### src/rtl/reg_file_fwd.sv
// Parametrised register file with two registered read ports, write-to-read
// forwarding, an optional hard-wired zero register, a stall hold and a busy scoreboard.
module reg_file_fwd #(
    parameter int DATA_W   = 16,
    parameter int ADDR_W   = 2,
    parameter int ZERO_REG = 0
) (
    input  logic              clk,
    input  logic              rst,
    input  logic              en_in,
    input  logic              stall,
    input  logic [ADDR_W-1:0] rd,
    input  logic [ADDR_W-1:0] rs,
    input  logic              we,
    input  logic [ADDR_W-1:0] wa,
    input  logic [DATA_W-1:0] wd,
    input  logic              mark_en,
    input  logic [ADDR_W-1:0] mark_addr,
    output logic              en_out,
    output logic [DATA_W-1:0] rd_q,
    output logic [DATA_W-1:0] rs_q,
    output logic              rd_busy,
    output logic              rs_busy
);

    localparam int unsigned NREG = 2 ** ADDR_W;

    logic [DATA_W-1:0] mem [NREG];
    logic [NREG-1:0]   busy;

    logic [DATA_W-1:0] rd_fwd, rs_fwd;
    logic              rd_bf, rs_bf;

    function automatic logic writable(input logic [ADDR_W-1:0] a);
        return !(ZERO_REG == 1 && a == '0);
    endfunction

    // A same-cycle write both supplies the data and retires the busy flag;
    // a same-cycle mark only becomes visible on the following read.
    always_comb begin
        rd_fwd = '0;
        rs_fwd = '0;
        rd_bf  = 1'b0;
        rs_bf  = 1'b0;
        if (writable(rd)) begin
            rd_fwd = (we && wa == rd) ? wd : mem[rd];
            rd_bf  = busy[rd] && !(we && wa == rd);
        end
        if (writable(rs)) begin
            rs_fwd = (we && wa == rs) ? wd : mem[rs];
            rs_bf  = busy[rs] && !(we && wa == rs);
        end
    end

    always_ff @(posedge clk) begin
        if (!rst) begin
            for (int unsigned i = 0; i < NREG; i++) begin
                mem[i] <= '0;
            end
            busy    <= '0;
            en_out  <= 1'b0;
            rd_q    <= '0;
            rs_q    <= '0;
            rd_busy <= 1'b0;
            rs_busy <= 1'b0;
        end else begin
            if (we && writable(wa)) begin
                mem[wa] <= wd;
            end
            for (int unsigned i = 0; i < NREG; i++) begin
                if (writable(ADDR_W'(i))) begin
                    busy[i] <= (mark_en && mark_addr == ADDR_W'(i)) ||
                               (busy[i] && !(we && wa == ADDR_W'(i)));
                end else begin
                    busy[i] <= 1'b0;
                end
            end
            if (!stall) begin
                en_out <= en_in;
                if (en_in) begin
                    rd_q    <= rd_fwd;
                    rs_q    <= rs_fwd;
                    rd_busy <= rd_bf;
                    rs_busy <= rs_bf;
                end
            end
        end
    end

endmodule
### config.mk
export PLATFORM = sky130hd
export DESIGN_NAME = reg_file_fwd
export DESIGN_NICKNAME = d
export VERILOG_FILES = /design/src/rtl/reg_file_fwd.sv
export SDC_FILE = /design/constraint.sdc
export NUM_CORES = 1
export LEC_CHECK = 0
export ABC_AREA = 1
export CORE_ASPECT_RATIO = 0.8
export CORE_MARGIN = 2
export CORE_UTILIZATION = 25
export CTS_CLUSTER_SIZE = 24
export DETAILED_ROUTE_END_ITERATION = 12
export PLACE_DENSITY_LB_ADDON = 0.12
export REMOVE_ABC_BUFFERS = 1
export SETUP_SLACK_MARGIN = 0.15
export SYNTH_ARGS = -nofsm -noshare
export SYNTH_HDL_FRONTEND = slang
export SYNTH_SLANG_ARGS = --single-unit
### constraint.sdc
create_clock -name clk -period 4 [get_ports clk]
set_input_delay 0.6 -clock clk [delete_from_list [all_inputs] [get_ports clk]]
set_output_delay 0.6 -clock clk [all_outputs]
set_load 0.005 [all_outputs]
[Yosys cells after proc, flatten, opt, wreduce, memory -nomap -nowiden]
Memories as Yosys holds them, arrays and structs flattened. A register that Yosys moved wholly into a read port is not among the register bits.
Cells that the tools add are included.
Storage, ports and cells
  bits in registers: 7
  memory bits (writable): 64
  bits of input ports: 30
  output and inout port bits: 35
  memories kept: 1
Cells by class
  magnitude comparators: 2
  equality and inequality tests: 8
  multiplexer cells: 11
  bitwise logic cells: 1
  reductions and logical operators: 32
Memories
  mem: words 4, width 16, rd ports 2, clocked after Yosys merged registers in 2, write ports 4, line 28  | logic [DATA_W-1:0] mem [NREG];
Operators by type and width (number)
  $logic_and 1x1->1: 16
  $mux 16: 1
  $reduce_or 16->1: 1
  $eq 2x2->1 const B: 4
  $logic_not 1->1: 8
  $mux 1: 7
  $lt 2x3->1 const B: 2
  $bmux 1 s2: 2
  $eq 2x1->1 const B: 2
  $eq 2x2->1: 2
  $logic_not 2->1: 2
  $logic_or 1x1->1: 4
  $mux 2: 1
  $reduce_and 2->1: 1
  $not 1->1: 1

[Depth between registers and ports, before layout]
Gate-level depths: netlist (run 1).
  depth after elaboration: 5
  mapped depth: 12

[Least setup slack after synthesis (run 1)]
Ideal clock, no wire load.
  path kind: input -> register
  start: in we
  end: mem mem[2][0] (enable)
  arrival time: 2.062 ns
  data required time: 3.586 ns
  slack: 1.525 ns
  stages on the path: 3
  path buffers: 1
  path through: buf_4 -> nand2_1 -> o21ai_0
RTL lines
  start, declared: line 14  | input logic we,
  end, declared: line 28

[Final worst setup path (run 1)]
  start: in rst
  end: reg rs_q[8], read port of mem
Between the ends
  word-level cells in the longest chain between the ends: 1
RTL lines
  start, declared: line 9  | input logic rst,
  $logic_not 1->1 (no line)
  end, declared: line 21  | output logic [DATA_W-1:0] rs_q,
No other way between the ends.
A chain may end at the register's enable or synchronous reset.

==> flow_metrics.tcl, run 1 <==
set metrics [dict create \
    p_leak_nw 2.83 \
    routed_via_density 4.62 \
    fin_area_um2 6770 \
    diodes 0 \
    worstSetupEndpointType "flip-flop" \
    ioPinCount 65 \
    cts_tree "done" \
    status "finished clean" \
    portBuffers 64 \
    grt_pass1_vias 5135 \
    cts_buffer_depth 2 \
    max_freq_ghz 0.399 \
    rows 48 \
    clkTransAtPathRegs_ns 0.07 \
    netlist_top_cells_area "edfxtp_1, dfxtp_1, nand2_1, nor2_1, inv_1" \
    worst-setup-path-type "input port to flip-flop" \
    synth_compound_area_share_pct 12.8 \
    p_per_area_nw_per_um2 384 \
    setup_ws_ns 1.49 \
    route.detailed.drc 0 \
    whs_ns 0.477 \
    post-dp-hpwl_um 10500 \
    tightest_slew_ns 0.945 \
    initial_core_util_pct 25.7 \
    fin_util_pct 31.1 \
    maxSlewHeadroom_pct 36.8 \
    synth_top_area_share_pct 34.4 \
    hold_class "flip-flop to flip-flop" \
    synth_most_common_cell "nand2_1" \
    clk_latency_ns 0.36 \
    drtPass1Iterations 7 \
    antenna_found_initial 0 \
    hold_viol_final 0 \
    wl_per_cell_um 16.6 \
    synthSimpleGateAreaFrac_pct 26.6 \
    design.die.area_um2 23600 \
    ys_warn_count 0 \
    netlist_instances 736 \
    cts_hold_buffers 0 \
    die_y_um 138 \
    place_area_um2 6460 \
    drt_iter0_markers 441 \
    syn_area_um2 5590 \
    synth.mux.area_fraction_pct 0 \
    tns_ns 0 \
    ys_seq_area_share_pct 48.4 \
    slowest_delay_ns 0.86 \
    crit_slowest_cell "clkdlybuf4s50_1" \
    path_cells "clkdlybuf4s50_1, clkinv_1, buf_4, nor2_1, nand2_1, inv_1" \
    synthXorXnorAreaFrac_pct 0.157 \
    vias 5018 \
    grtUsageTotal_pct 16.1 \
    cts_setup_buffers 0 \
    fin_crit_sh_pct 62.6 \
    grt_setup_unrepaired "false" \
    crit_path_start_kind "input port" \
    fin_crit_ns 2.51 \
    synth-adder-area-share_pct 0 \
    synth_area_leader_cell "edfxtp_1" \
    h-tree-depth 3 \
    cts_root_buffer "clkbuf_16" \
    slew_violations 0 \
    synth-edff-count 64 \
    worstPathArrival_ns 2.81 \
    place_congestion 0.775 \
    synth-main-ff-cell "edfxtp_1" \
    clock_sinks 103 \
    yosys-top-cells-count "nand2_1, nor2_1, inv_1" \
    syn_avg_cell_area_um2 7.59 \
    core_um2 21700 \
    yosysUniqueCellTypes 29 \
    syn2layout_area_growth_pct 21.2 \
    grt_max_degree 69 \
    synth_top_family_by_area "simple AND/OR/NAND/NOR gates" \
    layout-drive-gt1-share_pct 6.99 \
    nets 812 \
    finalClockSkew_ns 0.0101 \
    dp_slack_ns 1.06 \
    die_x_um 171 \
    irDropWorstVdd_uv 147 \
    ys_async_sr_fraction_pct 0 \
    required_ns 4.30 \
    drv_cap 0 \
    grt_overflow 0 \
    ant_nets 0 \
    wl_um 18000 \
    cts_buffers 9 \
    crit_fanout 18 \
    ys_seq_elements 103 \
    grt_pass1_wl_um 28100 \
    cts_resized 0 \
    setup_violations 0 \
]
[registers in the layout, indices dropped and copies added (netlist names)]
name     cells
rd_busy      1
rd_q        16
en_out       1
busy         4
mem         64
rs_busy      1
rs_q        16
[through the flow]
| stage | cells | total power, mW |
|---|---|---|
| 2_1_floorplan | 693 | 1.49 |
| 3_3_place_gp | 1071 | 1.70 |
| 3_5_place_dp | 1071 | 1.70 |
| 4_1_cts | 1087 | 2.64 |
| 5_1_grt | 1087 | 2.73 |
| 6_report | 1087 | 2.60 |
[cell usage in the layout, fill, tap and decap left out, drive strengths merged]
cell and n:
a21oi 8, buf 15, bufinv 1, clkbuf 10, clkdlybuf4s50 63, clkinv 5
clkinvlp 1, dfxtp 39, edfxtp 64, inv 112, nand2 168, nand3 38
nand3b 1, nand4 3, nor2 148, o211ai 49, o21ai 58, o22ai 3
xnor2 1
[per-layer routing]
layer  track usage [%]  part of all wire, %  up-vias
met3              3.91                  7.4       37
met1              20.2                   44     2345
li1                  -                    -     2444
met5                 0                    0        -
met4              6.36                  2.4        0
met2              26.6                   46      192
[worst paths after layout]
check	slack, ns	end	cells past startpoint	from
worst min register to register	0.48	rd_busy$_SDFFE_PN0P_	2	rd_busy$_SDFFE_PN0P_
worst max register to register	2.87	rd_q[6]$_SDFFE_PN0P_	8	mem[0][6]$_SDFFCE_PN0P_
worst min-delay path	0.48	rd_busy$_SDFFE_PN0P_	2	rd_busy$_SDFFE_PN0P_
worst max-delay path	1.49	rs_q[8]$_SDFFE_PN0P_	6	rst
[kinds of logic (layout without fill, tap and decap cells)]
| kind of cell | Yosys count | after routing |
|---|---|---|
| xor+xnor | 1 | 1 |
| buf+inv | 156 | 207 |
| flops | 103 | 103 |
| simple gates | 358 | 358 |
| compound gates | 118 | 118 |
[cell type report]
type / count / area (µm²)
Sequential cell: 103 / 2700
Multi-Input combinational cell: 477 / 2220
Clock buffer: 10 / 239
Inverter: 113 / 427
Fill cell: 2360 / 15000
Clock inverter: 6 / 67.6
Timing Repair Buffer: 78 / 741
Tap cell: 300 / 375
[critical path, delay by kind of cell]
kind                   cells  cell delay, ns
and+or+nand+nor            2            0.19
buffers and inverters      4            2.01
[power by group]
part           internal, mW  leakage, nW  total [mW]  switching (mW)
registers              1.21        0.949        1.24          0.0348
logic                 0.162         1.74       0.433           0.271
clock network         0.505        0.147       0.924           0.419
Note: power is estimated with default switching activity, not from simulation.
==> run 2, diff against run 1 <==
- clock period: 4 -> 2.1 ns (I/O delays scaled with it)
==> run 2 against run 1 <==
Via count grew 1.6%. Die area is the same. Count of clock-buffer cells in the layout grew 1. Worst hold slack lost 0.021 ns. Setup slack lost 1.2 ns. Clock power grew 92%. Sequential cell count is the same. Global-route usage grew 0.054 points. Clock skew shrank 0.0044 ns. Design area grew 4.2%. First-iteration DRC count shrank 44%. Non-clock buffer count grew 27. Critical path type unchanged. Highest routed layer unchanged.
==> flow_metrics.tcl, run 2 (synthesis gave the netlist of run 1 again) <==
set metrics [dict create \
    post-dp-hpwl_um 11700 \
    clk_latency_ns 0.35 \
    maxSlewHeadroom_pct 77.1 \
    wl_um 18100 \
    dp_slack_ns 0.00816 \
    grt_setup_unrepaired "false" \
    crit_path_start_kind "input port" \
    regMostFlops "mem" \
    antenna_found_initial 0 \
    whs_ns 0.456 \
    final_common_cell "nand2_1" \
    setup_violations 0 \
    syn2layout_area_growth_pct 26.2 \
    p_switching_mw 1.41 \
    tightest_slew_ns 0.343 \
    die_x_um 171 \
    vias 5097 \
    place_congestion 0.849 \
    design.die.area_um2 23600 \
    fin_area_um2 7060 \
    fin_crit_ns 1.76 \
    cts_hold_buffers 0 \
    cts_buffers 9 \
    irDropWorstVdd_uv 386 \
    diodes 0 \
    fillCellCount 2344 \
    fin_crit_sh_pct 83.9 \
    layout-drive-gt1-share_pct 9.95 \
    worstPathArrival_ns 2.02 \
    pwr-share-comb_pct 17.8 \
    crit_fanout 17 \
    clockPowerShare_pct 35.2 \
    p_leak_nw 2.99 \
    cts_resized 0 \
    ioPinCount 65 \
    ant_nets 0 \
    tns_ns 0 \
    portBuffers 64 \
    status "finished clean" \
    h-tree-depth 3 \
    swShare_pct 27.9 \
    grt_overflow 0 \
    hold_viol_final 0 \
    p_int_mw 3.62 \
    grt_pass1_vias 5247 \
    required_ns 2.36 \
    cts_buffer_depth 2 \
    setup_ws_ns 0.337 \
    route.detailed.drc 0 \
    core_um2 21700 \
    fin_total_pwr_mw 5.03 \
    wl_per_cell_um 16.3 \
    grt_pass1_wl_um 28000 \
    clock_sinks 103 \
    cts_root_buffer "clkbuf_16" \
    pwr-share-seq_pct 47.0 \
    slew_violations 0 \
    initial_core_util_pct 25.7 \
    drtPass1Iterations 5 \
    cts_tree "done" \
    rows 48 \
    hold_class "input port to flip-flop" \
    finalClockSkew_ns 0.00575 \
    layout_common_cells "nand2_1, nor2_1, inv_1" \
    routed_via_density 4.58 \
    worstSetupEndpointType "flip-flop" \
    grt_max_degree 69 \
    worst-setup-path-type "input port to flip-flop" \
    p_per_area_nw_per_um2 713 \
    drt_iter0_markers 248 \
    reg_top3 "mem: 64 flops, rd_q: 16 flops, rs_q: 16 flops" \
    grtUsageTotal_pct 16.1 \
    max_freq_ghz 0.567 \
    largest_reg_flops 64 \
    drv_cap 0 \
    clkTransAtPathRegs_ns 0.07 \
    place_area_um2 6760 \
    die_y_um 138 \
    cts_setup_buffers 0 \
    nets 839 \
]
[run 2: cell types whose count changed in the layout (fill, tap and decap cells not counted), sizes merged]
cell / previous run / this run
buf: 15 / 42
clkinv: 5 / 4
clkbuf: 10 / 11
inv: 112 / 111
clkinvlp: 1 / 2
[run 2: power groups by stage]
| stage | registers [mW] | clock network, mW | logic, mW |
|---|---|---|---|
| after global routing | 2.38 | 1.90 | 0.998 |
| after floorplan | 2.40 | 0 | 0.427 |
| after detailed placement | 2.41 | 0 | 0.899 |
| after global placement | 2.41 | 0 | 0.891 |
| after CTS | 2.37 | 1.84 | 0.904 |
| final | 2.36 | 1.77 | 0.894 |
[run 2: path summary, 6_finish.rpt]
kind | start | end | slack [ns] | cells past startpoint
worst max-delay path | we | rd_q[6]$_SDFFE_PN0P_ | 0.34 | 8
worst min-delay path | rs[0] | rs_busy$_SDFFE_PN0P_ | 0.46 | 4
worst max register to register | mem[0][6]$_SDFFCE_PN0P_ | rd_q[6]$_SDFFE_PN0P_ | 0.96 | 8
worst min register to register | en_out$_SDFFE_PN0N_ | en_out$_SDFFE_PN0N_ | 0.47 | 2
[run 2: critical path, stage by stage]
cell             delay (ns)
clkdlybuf4s50_1        0.67
nand3_1                0.15
nand2_1                0.14
nand2_4                0.17
o21ai_0                0.33
nand3_1                0.13
nand2_1                0.08
inv_1                  0.04
[run 2: cell type report]
type                       count  area (µm²)  share of cell area, %
multi-input combinational    477        2220                   31.5
clock inverter                 5        57.6                  0.816
tap                          300         375                   5.32
sequential                   103        2700                   38.3
inverter                     113         427                   6.05
clock buffer                  11         243                   3.44
timing repair buffer         105        1030                   14.6
[run 2: metrics by stage]
step | std cells | utilization, %
after floorplan | 693 | -
after CTS | 1114 | 32.5
final | 1114 | 32.5
after global placement | 1098 | 31.1
after global routing | 1114 | 32.5
after detailed placement | 1098 | 31.1
[run 2: layer usage]
layer  global-route usage (%)  vias up  wire [µm]
met1                     20.0     2444       8290
met3                     3.99       24        928
met5                        0        -          0
met2                     27.5      133       8580
met4                     5.37        0        341
li1                         -     2496          -
==> edit 1 (config.mk and constraints of run 1) <==
Set the parameter `DATA_W` to 12 (it was 16).
--- a/src/rtl/reg_file_fwd.sv
+++ b/src/rtl/reg_file_fwd.sv
@@ -1,7 +1,7 @@
 // Parametrised register file with two registered read ports, write-to-read
 // forwarding, an optional hard-wired zero register, a stall hold and a busy scoreboard.
 module reg_file_fwd #(
-    parameter int DATA_W   = 16,
+    parameter int DATA_W   = 12,
     parameter int ADDR_W   = 2,
     parameter int ZERO_REG = 0
 ) (
Interface: changed (resized rd_q, rs_q and wd); port bits go from 65 to 53. No check against the original RTL was run, so the function may have changed too.
==> edit 1 against run 1 <==
  * Clock power is 14% lower
  * Routed wire length down 33%
  * Non-clock buffer count fell by 18
  * Synthesized area down 22%
  * Total power is 20% lower
  * Sequential cell count down 24
  * Synthesized cell count down 23%
  * Design area decreased by 21%
  * Combinational power is 23% lower
  * Hold slack better by 20 ps
  * Setup slack got worse by 13 ps
  * Critical path type unchanged
  * Critical endpoint is now mem[1][4]
  * Largest power group unchanged
==> edit 1: results (changes against run 1) <==
- Detailed Route Iter0 Violations: 267 (was 441)
- Placed cells: 818 (was 1,071)
- Routing usage on met3: 0.0335 (was 0.0391)
- Worst slack, placed: 1080 ps (was 1060 ps)
- Met1 Routed Length: 6220 um (was 7900 um)
- Most common library cells after synthesis: sky130_fd_sc_hd__nand2_1, sky130_fd_sc_hd__nor2_1, sky130_fd_sc_hd__inv_1 (unchanged)
- Outcome: complete, no violations (unchanged)
- Clock H-tree levels: 3 (unchanged)
- Share of final-layout standard cells stronger than drive strength 1: 0.113 (was 0.0699)
- Peak VDD IR: 0.000181 V (was 0.000147 V)
- TritonRoute pass-1 iters: 5 (was 7)
- RD Place Congestion: 0.752 (was 0.775)
- Setup clock skew after layout: 6.41 ps (was 10.1 ps)
- Largest net degree at the start of global routing: 54 (was 69)
- M2 GR Usage: 0.206 (was 0.266)
- Max transition margin: 0.336 (was 0.368)
- DRC violation count after routing: 0 (unchanged)
- Top Registers: mem (48), rd_q (12), rs_q (12) (was mem (64), rd_q (16), rs_q (16))
- Routed length on met2: 5110 um (was 8340 um)
- HPWL Detailed: 8030 um (was 10,500 um)
- Final routed wirelength across all metal layers: 12,100 um (was 18,000 um)
- Layout net count: 630 (was 812)
- Largest incremental delay on the critical path: 690 ps (was 860 ps)
- Crit path DAT: 2500 ps (was 2810 ps)
- Vias in the first global route: 3,452 (was 5,135)
- Critical path fanouts, max: 14 (was 18)
- P_leak: 2.28 nW (was 2.83 nW)
- Global-route wire length before repair: 19,300 um (was 28,100 um)
- Via total after detailed routing: 3,666 (was 5,018)
- Met3 Routed Length: 612 um (was 1330 um)
- Port buffer count: 52 (was 64)
- WL/cell: 14.5 um (was 16.6 um)
- Sequential-to-total area share from yosys stat: 0.470 (was 0.484)
- Total track usage: 0.136 (was 0.161)
- Maximum count of clock buffers along a single path: 2 (unchanged)
- Count of flip-flops with a built-in enable after synthesis: 48 (was 64)
[edit 1: cell count changes in the layout (fill, tap and decap cells not counted), moves of 11 or more]
cell                              before  now
sky130_fd_sc_hd__nand2_2               3   19
sky130_fd_sc_hd__nand2_1             162  124
sky130_fd_sc_hd__o21ai_0              52   34
sky130_fd_sc_hd__inv_1               106   69
sky130_fd_sc_hd__a21oi_1               8   29
sky130_fd_sc_hd__nand3_1              37   18
sky130_fd_sc_hd__nor2_1              135  102
sky130_fd_sc_hd__clkdlybuf4s50_1      63   52
sky130_fd_sc_hd__edfxtp_1             64   48
sky130_fd_sc_hd__o211ai_1             49   24
[edit 1: worst min-delay path: stages, from the launching register on]
cell and delay (ps):
sky130_fd_sc_hd__dfxtp_1 320, sky130_fd_sc_hd__inv_1 60, sky130_fd_sc_hd__o22ai_1 70
[edit 1: cell type report]
type / instances / area [um^2]
Clock buffer: 12 / 256
Clock inverter: 4 / 28.8
Fill cell: 1864 / 12000
Inverter: 78 / 295
Multi-Input combinational cell: 376 / 1810
Sequential cell: 79 / 2060
Tap cell: 225 / 282
Timing Repair Buffer: 60 / 581
[edit 1: path summary, 6_finish.rpt]
path	from	endpoint	slack [ps]	cells past startpoint
max	rst	mem[1][4]	1480	6
min	busy[3]	busy[3]	500	2
max reg2reg	mem[1][4]	rs_q[4]	2920	8
min reg2reg	busy[3]	busy[3]	500	2
[edit 1: cell families after synthesis]
family,after synthesis,share of synthesized area
flops,79,0.470
simple gates,284,0.291
buf+inv,114,0.118
compound gates,92,0.121
[edit 1: power by group]
group | internal [mW] | leakage (nW) | switching, mW | total (mW)
clock network | 0.455 | 0.131 | 0.338 | 0.793
logic | 0.130 | 1.43 | 0.202 | 0.333
registers | 0.924 | 0.722 | 0.0257 | 0.949
total | 1.51 | 2.28 | 0.566 | 2.08
==> edit 2 (settings of run 1) <==
Without the edit above. Make the reset (`rst`) asynchronous in one clocked block.
--- a/src/rtl/reg_file_fwd.sv
+++ b/src/rtl/reg_file_fwd.sv
@@ -52,7 +52,7 @@
         end
     end
 
-    always_ff @(posedge clk) begin
+    always_ff @(posedge clk or negedge rst) begin
         if (!rst) begin
             for (int unsigned i = 0; i < NREG; i++) begin
                 mem[i] <= '0;
Function: differs if rst is asserted again (counterexample within 4 cycles, from zero or initial values and one cycle with rst low); with rst held inactive, the same outputs for 4 cycles.
==> edit 2 against run 1 <==
  * Setup slack improved by 110 ps
  * Combinational power increased by 53%
  * Routed wire length increased by 7.9%
  * Total power increased by 12%
  * Synthesized cell count increased by 0.95%
  * Critical path depth increased by 1
  * Sequential power increased by 9.7%
  * Critical path type unchanged
  * Via count increased by 3.9%
  * Final cell count decreased by 1.9%
  * Sequential cell count unchanged
  * Largest cell class unchanged
  * Design area decreased by 3.1%
  * Synthesized area decreased by 2.9%
==> edit 2: results (changes against run 1) <==
- Critical path fanouts, max: 18 (unchanged)
- Placed instance area: 6270 um^2 (was 6460 um^2)
- Max transition margin: 0.193 (was 0.368)
- Share of flip-flops with an asynchronous set or reset: 1.00 (was 0)
- Sequential-to-total area share from yosys stat: 0.475 (was 0.484)
- Worst Reg-to-Reg Cells: 6 (was 8)
- Detailed Route Iter0 Violations: 425 (was 441)
- Largest net degree at the start of global routing: 50 (was 69)
- Routed via count divided by cell count: 4.89 (was 4.62)
- Initial antenna violation count: 0 (unchanged)
- Clock H-tree levels: 3 (unchanged)
- Most common library cells after synthesis: sky130_fd_sc_hd__nand2_1, sky130_fd_sc_hd__nand3_1, sky130_fd_sc_hd__dfrtp_1 (was sky130_fd_sc_hd__nand2_1, sky130_fd_sc_hd__nor2_1, sky130_fd_sc_hd__inv_1)
- Share of total power consumed by net switching: 0.317 (was 0.279)
- TritonCTS buffer count: 9 (unchanged)
- P_leak: 3.06 nW (was 2.83 nW)
- Via total after detailed routing: 5,216 (was 5,018)
- Largest cells by area after synthesis: sky130_fd_sc_hd__dfrtp_1, sky130_fd_sc_hd__nand2_1, sky130_fd_sc_hd__nand3_1 (was sky130_fd_sc_hd__edfxtp_1, sky130_fd_sc_hd__dfxtp_1, sky130_fd_sc_hd__nand2_1)
- Maximum count of clock buffers along a single path: 2 (unchanged)
- Final routed wirelength across all metal layers: 19,400 um (was 18,000 um)
- Cell accounting for the most synthesized area: sky130_fd_sc_hd__dfrtp_1 (was sky130_fd_sc_hd__edfxtp_1)
- Count of different cell masters after synthesis: 20 (was 29)
- Uppermost metal layer occupied by signal nets: met4 (unchanged)
- Setup clock skew after layout: 4.96 ps (was 10.1 ps)
- Layout net count: 816 (was 812)
- RD Place Congestion: 0.764 (was 0.775)
- Port buffer count: 64 (unchanged)
- Outcome: complete, no violations (unchanged)
- Share of final-layout standard cells stronger than drive strength 1: 0.0607 (was 0.0699)
- Post-CTS Setup Repair Bufs: 0 (unchanged)
- HPWL Detailed: 11,900 um (was 10,500 um)
- Crit path DAT: 2690 ps (was 2810 ps)
- TritonRoute pass-1 iters: 5 (was 7)
- Total track usage: 0.178 (was 0.161)
- Number of instances in the synthesized netlist: 743 (was 736)
- Diode insertion count for antenna repair: 0 (unchanged)
- Clk slew on worst S/H paths: 70 ps (about the same)
- Min-delay worst type: in -> async (was reg -> reg)
- Top Registers: mem (64), rd_q (16), rs_q (16) (unchanged)
- Number of gates given a new drive strength after cts: 0 (unchanged)
- Routed length on met2: 8260 um (was 8340 um)
- Met3 Routed Length: 934 um (was 1330 um)
- Root Buffer Master: sky130_fd_sc_hd__clkbuf_16 (unchanged)
- Yosys warns: 0 (unchanged)
- Peak VDD IR: 0.000151 V (was 0.000147 V)
- Met1 Routed Length: 9890 um (was 7900 um)
- Worst-skew pair later-pin latency: 360 ps (about the same)
- Fill count: 2,287 (was 2,360)
- Global-route wire length before repair: 30,700 um (was 28,100 um)
edit 2: critical path: stages:
cell and delay (ps):
sky130_fd_sc_hd__clkdlybuf4s50_1 880, sky130_fd_sc_hd__inv_4 240, sky130_fd_sc_hd__nand2_1 160, sky130_fd_sc_hd__nand3_2 330, sky130_fd_sc_hd__o21ai_0 290, sky130_fd_sc_hd__nand3_1 100, sky130_fd_sc_hd__nand2_1 90
edit 2: area by class of cell:
class / count / area, um^2 / area share
clock inverter: 2 / 13.8 / 0.00210
timing repair buffer: 78 / 743 / 0.113
inverter: 31 / 121 / 0.0185
tap: 275 / 344 / 0.0524
clock buffer: 14 / 274 / 0.0418
sequential: 103 / 2580 / 0.393
multi-input combinational: 563 / 2490 / 0.379
edit 2: logic make-up (layout without fill, tap and decap cells):
group,Yosys count,in the layout,synth area share
simple gates,460,460,0.357
compound gates,103,103,0.101
flops,103,103,0.475
buf+inv,77,125,0.0666
edit 2: final timing paths:
path                             to  slack (ps)      from
max                         rs_q[4]        1610     rs[1]
min                          en_out         290       rst
max reg2reg                 rs_q[2]        2960    mem[2]
min reg2reg                rd_q[15]         480  rd_q[15]
max in group asynchronous   mem[52]        2820       rst
min in group clk           rd_q[15]         480  rd_q[15]
edit 2: stage by stage:
step	power, mW	setup slack, ps
final	2.90	1610
after CTS	2.94	1650
after global routing	3.09	1450
after global placement	2.03	1310
after floorplan	1.67	1590
after detailed placement	2.04	1270
edit 2: power groups by stage:
stage	clock network [mW]	logic (mW)	registers (mW)
final	0.885	0.661	1.36
after global routing	0.950	0.755	1.38
after CTS	0.914	0.669	1.36
after detailed placement	0	0.667	1.38
after global placement	0	0.657	1.37
after floorplan	0	0.336	1.33
edit 2: routing by layer:
metal / up-vias / GRT usage
met3: 23 / 0.0307
met1: 2514 / 0.257
met4: 0 / 0.0580
met2: 168 / 0.269
li1: 2511 / -
met5: - / 0
